==> src/rtl/rgb_breath_pwm.sv <==
// rgb_breath_pwm
//   Breathing PWM generator that sweeps one colour channel's duty up
//   from 0 to MAX and back down to 1, then hands over to the next colour
//   phase (0 -> 1 -> 2 -> 0).
//
//   Timing chain:
//     prescaler (PRESCALE clk per tick)
//       -> PWM counter (2^PWM_BITS ticks per period)
//       -> repeat counter (STEP_PERIODS periods per duty step)
//       -> duty/direction sweep (2*MAX steps per colour phase)
//
// Ports
//   clk        : single clock, rising edge
//   rst        : synchronous reset, active low
//   en         : count enable; low freezes all timing and forces pwm low
//   pwm        : registered PWM output, high while pwm_cnt < duty
//   state      : colour phase index 0/1/2 for the downstream RGB mixer
//   phase_done : one-clk pulse, coincident with state taking its new value
//
// Sweep FSM (dir)
//   state | meaning
//   UP    | duty increments each step until it reaches MAX
//   DOWN  | duty decrements each step; at 1 -> 0 the colour phase advances

module rgb_breath_pwm #(
    parameter int PRESCALE     = 47,
    parameter int PWM_BITS     = 8,
    parameter int STEP_PERIODS = 4
) (
    input  logic       clk,
    input  logic       rst,
    input  logic       en,
    output logic       pwm,
    output logic [1:0] state,
    output logic       phase_done
);

    localparam int PRE_W = (PRESCALE > 1) ? $clog2(PRESCALE) : 1;
    localparam int REP_W = (STEP_PERIODS > 1) ? $clog2(STEP_PERIODS) : 1;

    localparam logic [PWM_BITS-1:0] MAX      = '1;
    localparam logic [PWM_BITS-1:0] DUTY_ONE = PWM_BITS'(1);
    localparam logic [PRE_W-1:0]    PRE_LAST = PRE_W'(PRESCALE - 1);
    localparam logic [REP_W-1:0]    REP_LAST = REP_W'(STEP_PERIODS - 1);

    typedef enum logic {
        UP   = 1'b0,
        DOWN = 1'b1
    } dir_t;

    logic [PRE_W-1:0]    pre_cnt;
    logic [PWM_BITS-1:0] pwm_cnt;
    logic [REP_W-1:0]    rep_cnt;
    logic [PWM_BITS-1:0] duty;
    dir_t                dir;

    logic tick;
    logic period_end;
    logic step;

    assign tick       = en && (pre_cnt == PRE_LAST);
    assign period_end = tick && (pwm_cnt == MAX);
    assign step       = period_end && (rep_cnt == REP_LAST);

    always_ff @(posedge clk) begin
        if (!rst) begin
            pre_cnt    <= '0;
            pwm_cnt    <= '0;
            rep_cnt    <= '0;
            duty       <= '0;
            dir        <= UP;
            state      <= 2'd0;
            pwm        <= 1'b0;
            phase_done <= 1'b0;
        end else begin
            phase_done <= 1'b0;
            if (en) begin
                // compare uses the pre-edge counter and duty: one clk latency
                pwm <= (pwm_cnt < duty);

                if (tick) begin
                    pre_cnt <= '0;
                    pwm_cnt <= pwm_cnt + DUTY_ONE;   // wraps MAX -> 0
                end else begin
                    pre_cnt <= pre_cnt + PRE_W'(1);
                end

                if (period_end) begin
                    if (step) begin
                        rep_cnt <= '0;
                    end else begin
                        rep_cnt <= rep_cnt + REP_W'(1);
                    end
                end

                // duty only ever moves on a period boundary
                if (step) begin
                    case (dir)
                        UP: begin
                            if (duty == MAX) begin
                                dir  <= DOWN;
                                duty <= MAX - DUTY_ONE;
                            end else begin
                                duty <= duty + DUTY_ONE;
                            end
                        end
                        DOWN: begin
                            if (duty == DUTY_ONE) begin
                                duty       <= '0;
                                dir        <= UP;
                                phase_done <= 1'b1;
                                // 3 is never produced but must recover to 0
                                if (state >= 2'd2) begin
                                    state <= 2'd0;
                                end else begin
                                    state <= state + 2'd1;
                                end
                            end else begin
                                duty <= duty - DUTY_ONE;
                            end
                        end
                        default: dir <= UP;
                    endcase
                end
            end else begin
                pwm <= 1'b0;
            end
        end
    end

endmodule

==> config.mk <==
export PLATFORM = sky130hd
export DESIGN_NAME = rgb_breath_pwm
export DESIGN_NICKNAME = d
export VERILOG_FILES = /design/src/rtl/rgb_breath_pwm.sv
export SDC_FILE = /design/constraint.sdc
export NUM_CORES = 1
export LEC_CHECK = 0
export ABC_AREA = 1
export ABC_CLOCK_PERIOD_IN_PS = 1900
export CAP_MARGIN = 10
export CORE_UTILIZATION = 50
export DETAILED_ROUTE_END_ITERATION = 10
export PLACE_DENSITY = 0.72
export SYNTH_ARGS = -nofsm -noshare
export SYNTH_HDL_FRONTEND = slang
export SYNTH_SLANG_ARGS = --single-unit
==> constraint.sdc <==
create_clock -name clk -period 1.9 [get_ports clk]
set_clock_uncertainty 0.15 [all_clocks]
set_input_delay 0.19 -clock clk [delete_from_list [all_inputs] [get_ports clk]]
set_output_delay 0.19 -clock clk [all_outputs]
set_load 0.01 [all_outputs]
* Yosys cells after proc, flatten, opt, wreduce, memory -nomap -nowiden
Cells that the tools add are included.
** Operators by class
- $mul :: 0
- Magnitude comparators :: 2
- Eq/ne operators :: 5
- Muxes and demuxes :: 10
- Shift operators :: 0
- Bitwise operators :: 1
- $add $sub $neg :: 6
- Divide/modulo/power cells :: 0
- Reductions and logical operators :: 9
** Operators with widths (number)
- $add 8x1->8 const B :: 2
- $eq 8x8->1 const B :: 2
- $mux 8 :: 2
- $pmux 8 s2 :: 1
- $eq 8x1->1 const B :: 1
- $lt 8x8->1 :: 1
- $reduce_and 2->1 :: 4
- $reduce_and 4->1 :: 2
- $sub 8x1->8 const B :: 1
- $add 6x1->6 const B :: 1
- $eq 6x6->1 const B :: 1
- $mux 6 :: 1
- $add 2x1->2 const B :: 2
- $mux 2 :: 2
- $logic_and 1x1->1 :: 3
- $mux 1 :: 3
- $eq 2x2->1 const B :: 1
- $ge 2x2->1 const B :: 1
- $pmux 1 s2 :: 1
- $not 1->1 :: 1
** Word-level totals
- Bits of input ports :: 3
- Bits in writable memories :: 0
- Output and inout bits :: 4
- Word-level logic and storage cells :: 41
- Bits in read-only memories :: 0
- Bits in latches :: 0
- Register bits :: 29
- Memories :: 0

* Longest topological paths before layout
- Word-level depth :: 5
- Depth in mapped cells :: 11
- Gate-level depth less buffers :: 11

* Worst setup path before layout
OpenSTA, ideal clock, no wires.
- Path type :: register to register
- Start :: reg pre_cnt[0]
- End :: reg duty[2]
- Setup time :: 0.111 ns
- Slack :: 0.353 ns
- Clock period less this slack :: 1.547 ns
- Data required time :: 1.639 ns
- Path buffers :: 1
- Stages on the path, launching flop included :: 11
- Arrival time :: 1.286 ns
- Cell sequence :: dfxtp_1 inv_1 ha_1 nand2_1 nor2_2 nand2_4 nor2_8 nand3_4 buf_6 nor2_1 nor2_1
** Between the ends
- Longest elaborated chain between the ends :: 5
** RTL lines
- start: declaration :: line 51 : logic [PRE_W-1:0] pre_cnt;
- start signal: assignment :: line 85 : pre_cnt <= pre_cnt + PRE_W'(1);
- $eq 6x6->1 :: line 61 : assign tick = en && (pre_cnt == PRE_LAST);
- $logic_and 1x1->1 :: line 61
- $logic_and 1x1->1 :: line 62 : assign period_end = tick && (pwm_cnt == MAX);
- $logic_and 1x1->1 :: line 63 : assign step = period_end && (rep_cnt == REP_LAST);
- $reduce_and 2->1 (no line)
- end signal: assignment :: line 102 : duty <= MAX - DUTY_ONE;
- end signal: assignment :: line 104 : duty <= duty + DUTY_ONE;
- end signal: assignment :: line 119 : duty <= duty - DUTY_ONE;
- end: declaration :: line 54 : logic [PWM_BITS-1:0] duty;
No other way between the ends.
A chain may end at the register's enable or synchronous reset.

* Worst setup path after layout
- Start :: reg pwm_cnt[1]
- End :: reg duty[7]
** Between the ends
- Longest elaborated chain between the ends :: 4
** RTL lines
- start: declaration :: line 52 : logic [PWM_BITS-1:0] pwm_cnt;
- start signal: assignment :: line 83 : pwm_cnt <= pwm_cnt + DUTY_ONE;
- $eq 8x8->1 :: line 62
- $logic_and 1x1->1 :: line 62
- $logic_and 1x1->1 :: line 63
- $reduce_and 2->1 (no line)
No other way between the ends.

==> metrics.yaml <==
outcome:
  status: "finished clean"
global_routing:
  grt_first_pass_wirelength_mm: 7.26
  overflow: 0
  largest_net_degree_at_the_start_of_global_routing: 17
  grtUsageTotal_pct: 23.0
  first_global_vias: 1708
  antenna_found_initial: 0
timing:
  total_setup_violations_reported_at_the_end_of_the_flow: 0
  worst_slack_ns: 0.214
  worst-slew-pin-transition_ns: 0.320
  final.period_utilization_pct: 88.8
  finalHoldViolCount: 0
  relSlewSlack_pct: 78.5
  rsz0062_at_grt: "no"
  fin_tns_setup_ns: 0
  slew_violations: 0
  max_frequency_mhz: 593
  fin_crit_ns: 1.69
cells_and_area:
  flow.area_growth_from_synthesis_pct: 12.8
  drive_gt1_share_pct: 6.25
  mostFrequentLayoutCells: "sky130_fd_sc_hd__nand2_1 (78), sky130_fd_sc_hd__nor2_1 (44), sky130_fd_sc_hd__inv_1 (33), sky130_fd_sc_hd__nand3_1 (30), sky130_fd_sc_hd__dfxtp_1 (29)"
  finalNetCount: 320
  final_core_utilization_pct: 61.5
  most_common_library_cell_in_the_layout_ignoring_fill_and_taps: "sky130_fd_sc_hd__nand2_1"
  insertedDiodeCount: 0
route:
  detailroute.via_count: 1815
  remaining_drc_errors: 0
  route.detailed.wl_per_inst_um: 11.6
  detail_route.vias_per_cell: 5.19
  drt_first_iter_violations: 148
  final_antenna_net_count: 0
  detail_route.wirelength_mm: 4.05
  pre_antenna_drt_iters: 4
synth:
  synth.cell_area_um2: 1890
  yosys.cell_types.count: 27
  main_area_contributors_after_synthesis: "sky130_fd_sc_hd__dfxtp_1 (31%), sky130_fd_sc_hd__nand2_1 (15%), sky130_fd_sc_hd__ha_1 (9.3%)"
  post-synth-top-area-fraction_pct: 30.7
  netlist_instances: 290
  avgSynthCellArea_um2: 6.52
  synth.yosys.warnings: 0
  number_of_nets_in_the_synthesized_netlist: 307
  ys_seq_elements: 29
  seq_area_frac_synth_pct: 30.7
  synthDominantAreaCellType: "sky130_fd_sc_hd__dfxtp_1"
placement:
  dp.final_hpwl_mm: 2.96
  pre_cts_slack_ns: 0.0997
  buffer_ports.inserted: 6
  globalplace.congestion: 0.904
power_and_ir_drop:
  vdd_drop_max_v: 0.000488
  cellPowerDensity_nw_per_um2: 618
  p_leak_uw: 0.00102
floorplanning:
  starting_density_pct: 54.5
  boundaryPins: 7
  die_wd_um: 63.5
  row_count: 21
  die_h_um: 63.5
  die_area_um2: 4030
  core-area_um2: 3470
critical_path:
  path_max_fanout: 12
  critPathCaptureType: "flop"
  timing_worst_setup_path_type: "flop to flop"
  cp_data_arrival_time_ns: 1.72
  worstSetupStartpointType: "flop"
  crit_required_ns: 1.94
cts:
  htreeDepth: 2
  clockBufferDepth: 2
  clk_latency_ns: 0.29
  cts_made_buffers: 5
  cts_sinks: 29
  cts_repair_resize_count: 0
  cts_setup_buffers: 0
  cts-hold-fix-buffers: 0
  cts.clk_slew.worst_paths_ns: 0.06
  cts_root_buffer: "sky130_fd_sc_hd__clkbuf_8"
  cts_tree: "built"
job:
  timing.max_cap.violations: 0
hold_path:
  hp-class: "flop to flop"
## final cells by class
type	instances	area, um^2
fill	337	1340
multi-input combinational	222	1150
sequential	29	581
inverter	34	128
timing repair buffer	11	97.6
clock buffer	7	86.3
tap	46	57.6
clock inverter	1	30.0
## synthesized netlist by cell type
cell and n:
sky130_fd_sc_hd__inv_1 33, sky130_fd_sc_hd__xnor2_1 4, sky130_fd_sc_hd__o21a_1 2, sky130_fd_sc_hd__buf_2 2, sky130_fd_sc_hd__nand3_2 1, sky130_fd_sc_hd__xor2_1 3
sky130_fd_sc_hd__inv_2 1, sky130_fd_sc_hd__and3_1 1, sky130_fd_sc_hd__nand3_1 30, sky130_fd_sc_hd__nor2_8 1, sky130_fd_sc_hd__nand3_4 1, sky130_fd_sc_hd__ha_1 14
sky130_fd_sc_hd__dfxtp_1 29, sky130_fd_sc_hd__nor2_2 1, sky130_fd_sc_hd__o21ai_0 17, sky130_fd_sc_hd__nand4_1 2, sky130_fd_sc_hd__nor2_1 44, sky130_fd_sc_hd__a211oi_1 1
sky130_fd_sc_hd__clkbuf_1 2, sky130_fd_sc_hd__o31ai_1 2, sky130_fd_sc_hd__nor3_1 2, sky130_fd_sc_hd__a21oi_1 15, sky130_fd_sc_hd__nand2_1 78, sky130_fd_sc_hd__nand3b_1 1
sky130_fd_sc_hd__nor3_2 1, sky130_fd_sc_hd__nand2_4 1, sky130_fd_sc_hd__buf_6 1
## stage by stage
stage               instance area [um^2]  hold slack (ns)  std cells  total power [uW]
floorplan                           1890            0.143        290               648
global placement                    2020            0.307        342               665
detailed placement                  2020            0.315        342               666
CTS                                 2130            0.325        350              1320
global route                        2130            0.358        350              1350
finish                              2130            0.318        350              1320
## state kept, by name, indices dropped and copies added (netlist names)
name	flops
phase_done	1
pwm_cnt	8
pre_cnt	6
duty	8
dir	1
rep_cnt	2
state	2
pwm	1
## power breakdown
group	internal [uW]	switching, uW	leakage [uW]
Sequential	612	2.85	0.000234
Clock	427	240	0.0000585
Combinational	14.5	23.1	0.000729
Total	1050	266	0.00102
## final timing paths
path	start	to	slack [ns]	depth (start not counted)
worst min-delay path	rep_cnt[1]$_SDFFE_PN0P_	rep_cnt[1]$_SDFFE_PN0P_	0.32	2
worst max register to register	pwm_cnt[1]$_SDFFE_PN0P_	duty[7]$_SDFFE_PN0P_	0.21	10
worst max-delay path	pwm_cnt[1]$_SDFFE_PN0P_	duty[7]$_SDFFE_PN0P_	0.21	10
worst min register to register	rep_cnt[1]$_SDFFE_PN0P_	rep_cnt[1]$_SDFFE_PN0P_	0.32	2
## logic make-up (layout without fill, tap and decap cells)
group,after synthesis,after routing,share of synthesized area [%]
buffers and inverters,39,53,8.27
AND/OR/NAND/NOR,164,164,38.1
AO/OA/AOI/OAI,37,37,10.5
adder cells (fa/ha/maj),14,14,9.27
XOR/XNOR,7,7,3.24
flip-flops,29,29,30.7
## critical path, cell delays in order (launching register included)
cell	delay [ns]
sky130_fd_sc_hd__dfxtp_1	0.38
sky130_fd_sc_hd__ha_1	0.23
sky130_fd_sc_hd__nand2_1	0.07
sky130_fd_sc_hd__nor2_1	0.09
sky130_fd_sc_hd__nand2_1	0.14
sky130_fd_sc_hd__nor2_8	0.15
sky130_fd_sc_hd__nand3_4	0.14
sky130_fd_sc_hd__inv_1	0.08
sky130_fd_sc_hd__nand3_1	0.06
sky130_fd_sc_hd__nand2_1	0.06
sky130_fd_sc_hd__inv_1	0.03
## per-layer routing
layer  global-route usage, %  share of wire (%)  vias up
met2                    36.2                 44       42
met4                    11.9                1.5        0
met5                       0                  0        -
met3                    5.25                5.0        7
li1                        -                  -      957
met1                    29.1                 50      809
No activity file was read; power rests on OpenSTA's default activity.
==> edit 1: new RTL, same settings <==
Make the reset (`rst`) asynchronous in one clocked block. Comments in the files are not updated.
--- a/src/rtl/rgb_breath_pwm.sv
+++ b/src/rtl/rgb_breath_pwm.sv
@@ -62,7 +62,7 @@
     assign period_end = tick && (pwm_cnt == MAX);
     assign step       = period_end && (rep_cnt == REP_LAST);
 
-    always_ff @(posedge clk) begin
+    always_ff @(posedge clk or negedge rst) begin
         if (!rst) begin
             pre_cnt    <= '0;
             pwm_cnt    <= '0;
Behaviour: no difference found for any inputs over 10 cycles, from zero or initial values and one cycle with rst low; that may be too few to reach the edited logic, so the function may still have changed.
==> edit 1 against the original RTL <==
Synthesized cell count is 7.9% lower; critical endpoint is now state[1]$_DFFE_PN0P_; sequential cell count stayed put; area after synthesis is 3.3% higher; worst setup slack worse by 54 ps; maximum frequency is 3.1% lower; routed wire length is 1.6% higher; cell area is 4.3% higher.
Power is not compared: it rests on default switching activity, and its combinational part moved more than twofold at a synthesized area within 25%.
==> edit 1: results (changes against the original RTL) <==
Top Metal Used met4; leading registers by flop count duty (8), pwm_cnt (8), pre_cnt (6); # H-tree levels 2 (unchanged); largest net degree at the start of global routing 30 (+13); mux contribution to synthesized area 0% (unchanged); number of antenna violations at the first check in global routing 0 (unchanged); Commonest cells post-synth 85 x nand2_1, 29 x dfrtp_1, 27 x nor2_1, 26 x inv_1, 22 x nand3_1; Pleak 1.125 nW; Netlist cell types 25 (-7.4%); CTS buffer count 5 (unchanged); post-synthesis async set-or-reset flop share 100.0% (+100 points); GRT met1 Usage 30.67% (+1.6 points); via count 1661 (-8.5%); share of post-route cells with drive strength above 1 11.27% (+5.0 points); clock latency at the later pin of the worst-skew pair 280 ps; Clock transition at path regs 70 ps; CP Max Fanout 10 (-2); Max Slew Vio Count 0 (unchanged); post-synthesis compound-gate area fraction 6.919% (-3.5 points); Routed met3 length 162 um (-21%); CP top delay family simple AND/OR/NAND/NOR gates; Post-Syn Nets 284 (-7.5%); clk buf depth 2 (unchanged); met2 usage 38.16% (+2.0 points); Data arrival, critical path 1760 ps (+40 ps); GP Congestion 0.8933 (-1.2%); Hold Crit Class in2async; Filler Cell Count 331 (-1.8%); GRT Util Overall 23.50% (+0.46 points); drt first pass iters 4 (unchanged); Synth Area in XOR/XNOR 4.484% (+1.2 points); sequential area share after synthesis 37.16% (+6.4 points); CTS root buf clkbuf_8; adder-cell area share of the yosys netlist 8.969% (-0.30 points); Worst Max-Slew Pin Slew 365.1 ps (+45.17 ps); met2 wire len 1.919 mm (+8.0%); Yosys Warn Count 0 (unchanged); status finished clean; Area contributors post-synth dfrtp_1 37%, nand2_1 16%, ha_1 9.0%; n_diodes 0 (unchanged); wl on met1 1.977 mm (-1.5%); routed wire length 4.115 mm (+1.6%); first-pass GRT wire length 7.396 mm (+1.9%); Worst path slowest cell dfrtp_1; Crit path largest cell delay 400 ps (+20 ps); post-DP HPWL 3.017 mm (+1.8%); Iteration-0 DRC Markers 99 (-33%); maximum vdd drop 0.6346 mV; Nets 300 (-6.3%); Port-buffer cells 6 (unchanged); GRT met3 Usage 5.106% (-0.15 points)
==> edit 1: changes by cell type after synthesis, moves of 3 or more <==
| cell | change |
|---|---|
| a21oi_1 | -9 |
| nand3_1 | -8 |
| nor2_4 | +3 |
| nor2_1 | -17 |
| nand2_1 | +7 |
| inv_1 | -7 |
| dfxtp_1 | -29 |
| nor2_2 | +3 |
| dfrtp_1 | +29 |
| nor3_1 | +3 |
| nand4_1 | +3 |
==> edit 1: layout make-up <==
type / count / area (um^2) / share of cell area, %
multi-input cells: 205 / 1092 / 49.10
flip-flops and latches: 29 / 726.9 / 32.68
repair buffers: 14 / 120.1 / 5.399
inverters: 28 / 105.1 / 4.724
clock buffers: 6 / 82.58 / 3.712
well taps: 48 / 60.06 / 2.700
clock inverters: 2 / 37.54 / 1.687
==> edit 1: logic make-up (layout without fill, tap and decap cells) <==
| logic type | after synthesis | after routing |
|---|---|---|
| simple gates | 155 | 155 |
| buf+inv | 33 | 50 |
| flops | 29 | 29 |
| xor+xnor | 10 | 10 |
| fa+ha+maj | 14 | 14 |
| compound gates | 26 | 26 |
==> edit 1: timing repair <==
action | 4_1_cts | 5_1_grt
gates resized for setup | 0 | 5
setup endpoints to repair | 0 | 10
setup buffers | 0 | 0
==> edit 1: worst register-to-register path: stages (launching register included) <==
cell and delay [ps]:
dfrtp_1 400, inv_1 100, ha_1 150, nand2_1 50
inv_1 60, nand3_2 110, buf_4 210, nor2_4 140
nand4_1 130, nand2_1 90, nand2_1 50
==> edit 1: power breakdown <==
part / internal, mW / total, mW / switching (mW)
Combinational: 0.115 / 0.244 / 0.129
Clock: 0.426 / 0.676 / 0.250
Sequential: 0.698 / 0.774 / 0.0764
Total: 1.24 / 1.69 / 0.455
==> edit 1: worst paths after layout <==
path                                        start                     end  slack [ps]  depth (start not counted)
setup / recovery           pre_cnt[0]$_DFFE_PN0P_    state[1]$_DFFE_PN0P_         160                         10
hold / removal                                rst  pre_cnt[2]$_DFFE_PN0P_         130                          2
setup reg to reg           pre_cnt[0]$_DFFE_PN0P_    state[1]$_DFFE_PN0P_         160                         10
hold reg to reg            rep_cnt[1]$_DFFE_PN0P_  rep_cnt[1]$_DFFE_PN0P_         350                          2
max in group asynchronous                     rst     duty[1]$_DFFE_PN0P_        1180                          2
min in group clk           rep_cnt[1]$_DFFE_PN0P_  rep_cnt[1]$_DFFE_PN0P_         350                          2
==> edit 1: per-stage QoR <==
stage	cells	hold slack [ps]	worst slack [ps]	area, um^2
2_1_floorplan	267	-255.6	335.3	1953
3_3_place_gp	324	312.8	162.8	2093
3_5_place_dp	324	317.2	146.0	2093
4_1_cts	332	144.1	106.6	2213
5_1_grt	332	165.6	18.95	2225
6_report	332	133.7	159.8	2225
==> edit 2: new RTL, config.mk and constraints unchanged <==
Without the edit above. The parameter `PRESCALE` goes from 47 to 94.
--- a/src/rtl/rgb_breath_pwm.sv
+++ b/src/rtl/rgb_breath_pwm.sv
@@ -23,7 +23,7 @@
 //   DOWN  | duty decrements each step; at 1 -> 0 the colour phase advances
 
 module rgb_breath_pwm #(
-    parameter int PRESCALE     = 47,
+    parameter int PRESCALE     = 94,
     parameter int PWM_BITS     = 8,
     parameter int STEP_PERIODS = 4
 ) (
Function: same outputs for any inputs over 10 cycles, from zero or initial values and one cycle with rst low; that may be too few to reach the edited logic, so the function may still have changed.
==> edit 2 against the original RTL <==
Worst setup slack lost 52 ps; area after synthesis grew 2.3%; hold slack gained 7.7 ps; sequential cell count grew 1; power shrank 7.9%; cell area grew 2.2%; sequential share of layout area grew 0.34 points; sequential power grew 3.6%; routed wire length grew 5.5%.
==> edit 2: results (changes against the original RTL) <==
via count 1839 (+1.3%); period utilization 91.48% (+2.7 points); DP Worst Slack 99.17 ps (-0.5541 ps); setup bufs post-CTS 0 (unchanged); Pleak 0.9923 nW (-2.9%); met2 wire len 1.961 mm (+10%); GP Congestion 0.8703 (-3.7%); leading registers by flop count duty (8), pwm_cnt (8), pre_cnt (7); post-DR vias/cell 5.137 (-0.94%); Commonest cells post-synth 83 x nand2_1, 41 x nor2_1, 30 x dfxtp_1, 30 x inv_1, 24 x nand3_1; r2r setup slk 160 ps (-50 ps); GRT met1 Usage 29.30% (+0.19 points); routed len/inst 11.93 um (+3.1%); commonest register cell after synthesis dfxtp_1; CP endpoint state[0]$_SDFFE_PN0P_; Nets 326 (+1.9%); Inst Count DP 350 (+2.3%); Crit path largest cell delay 420 ps (+40 ps); sequential area share after synthesis 31.05% (+0.34 points); met2 usage 37.77% (+1.6 points); Yosys Warn Count 0 (unchanged); GRT Util Overall 23.15% (+0.12 points); GRT met3 Usage 5.179% (-0.075 points); Cells after Synth 293 (+1.0%); Worst Max-Slew Pin Slew 321.9 ps (+2.005 ps); n_diodes 0 (unchanged); R2R depth 9 (-1); post-synthesis async set-or-reset flop share 0% (unchanged); status finished clean; first-pass GRT wire length 7.410 mm (+2.1%); number of global-route vias before repair 1673 (-2.0%); Iteration-0 DRC Markers 87 (-41%); clock latency at the later pin of the worst-skew pair 290 ps (about the same); CP startpoint pre_cnt[0]$_SDFFE_PN0P_; Routed met3 length 160 um (-22%); CTS root buf clkbuf_8; CP Max Fanout 9 (-3); Netlist cell types 30 (+11%); Data arrival, critical path 1820 ps (+100 ps); largest net degree at the start of global routing 11 (-6); RR Startpoint pre_cnt[0]$_SDFFE_PN0P_; Post-Syn Nets 310 (+0.98%); switching share of total power 22.89% (+2.7 points); CTS buffer count 5 (unchanged); maximum vdd drop 0.4815 mV (-1.4%); share of post-route cells with drive strength above 1 10.00% (+3.8 points); wl on met1 2.079 mm (+3.6%); hold slack 325.5 ps (+7.724 ps); placed cell area 2085 um^2 (+3.4%); post-DP HPWL 3.207 mm (+8.2%); Area contributors post-synth dfxtp_1 31%, nand2_1 16%, ha_1 9.1%
[edit 2: cell families (layout without fill, tap and decap cells)]
kind of cell | count (synthesis) | after routing | share of synthesized area [%]
AO/OA/AOI/OAI | 36 | 36 | 10.09
XOR/XNOR | 4 | 4 | 1.811
adder cells (fa/ha/maj) | 14 | 14 | 9.056
buffers and inverters | 36 | 53 | 7.050
flip-flops | 30 | 30 | 31.05
AND/OR/NAND/NOR | 173 | 173 | 40.94
[edit 2: cell type report]
type | count | area [um^2]
clock buffers | 6 | 82.58
well taps | 48 | 60.06
repair buffers | 11 | 97.59
multi-input cells | 227 | 1197
fillers | 360 | 1509
flip-flops and latches | 30 | 600.6
clock inverters | 2 | 12.51
inverters | 34 | 128.9
[edit 2: power by group through the flow]
stage	combinational, mW	clock [mW]	sequential, mW
after floorplan	0.0199	0	0.650
after global placement	0.0350	0	0.651
after detailed placement	0.0351	0	0.651
after CTS	0.0370	0.557	0.637
after global routing	0.0407	0.572	0.637
final	0.0363	0.541	0.637
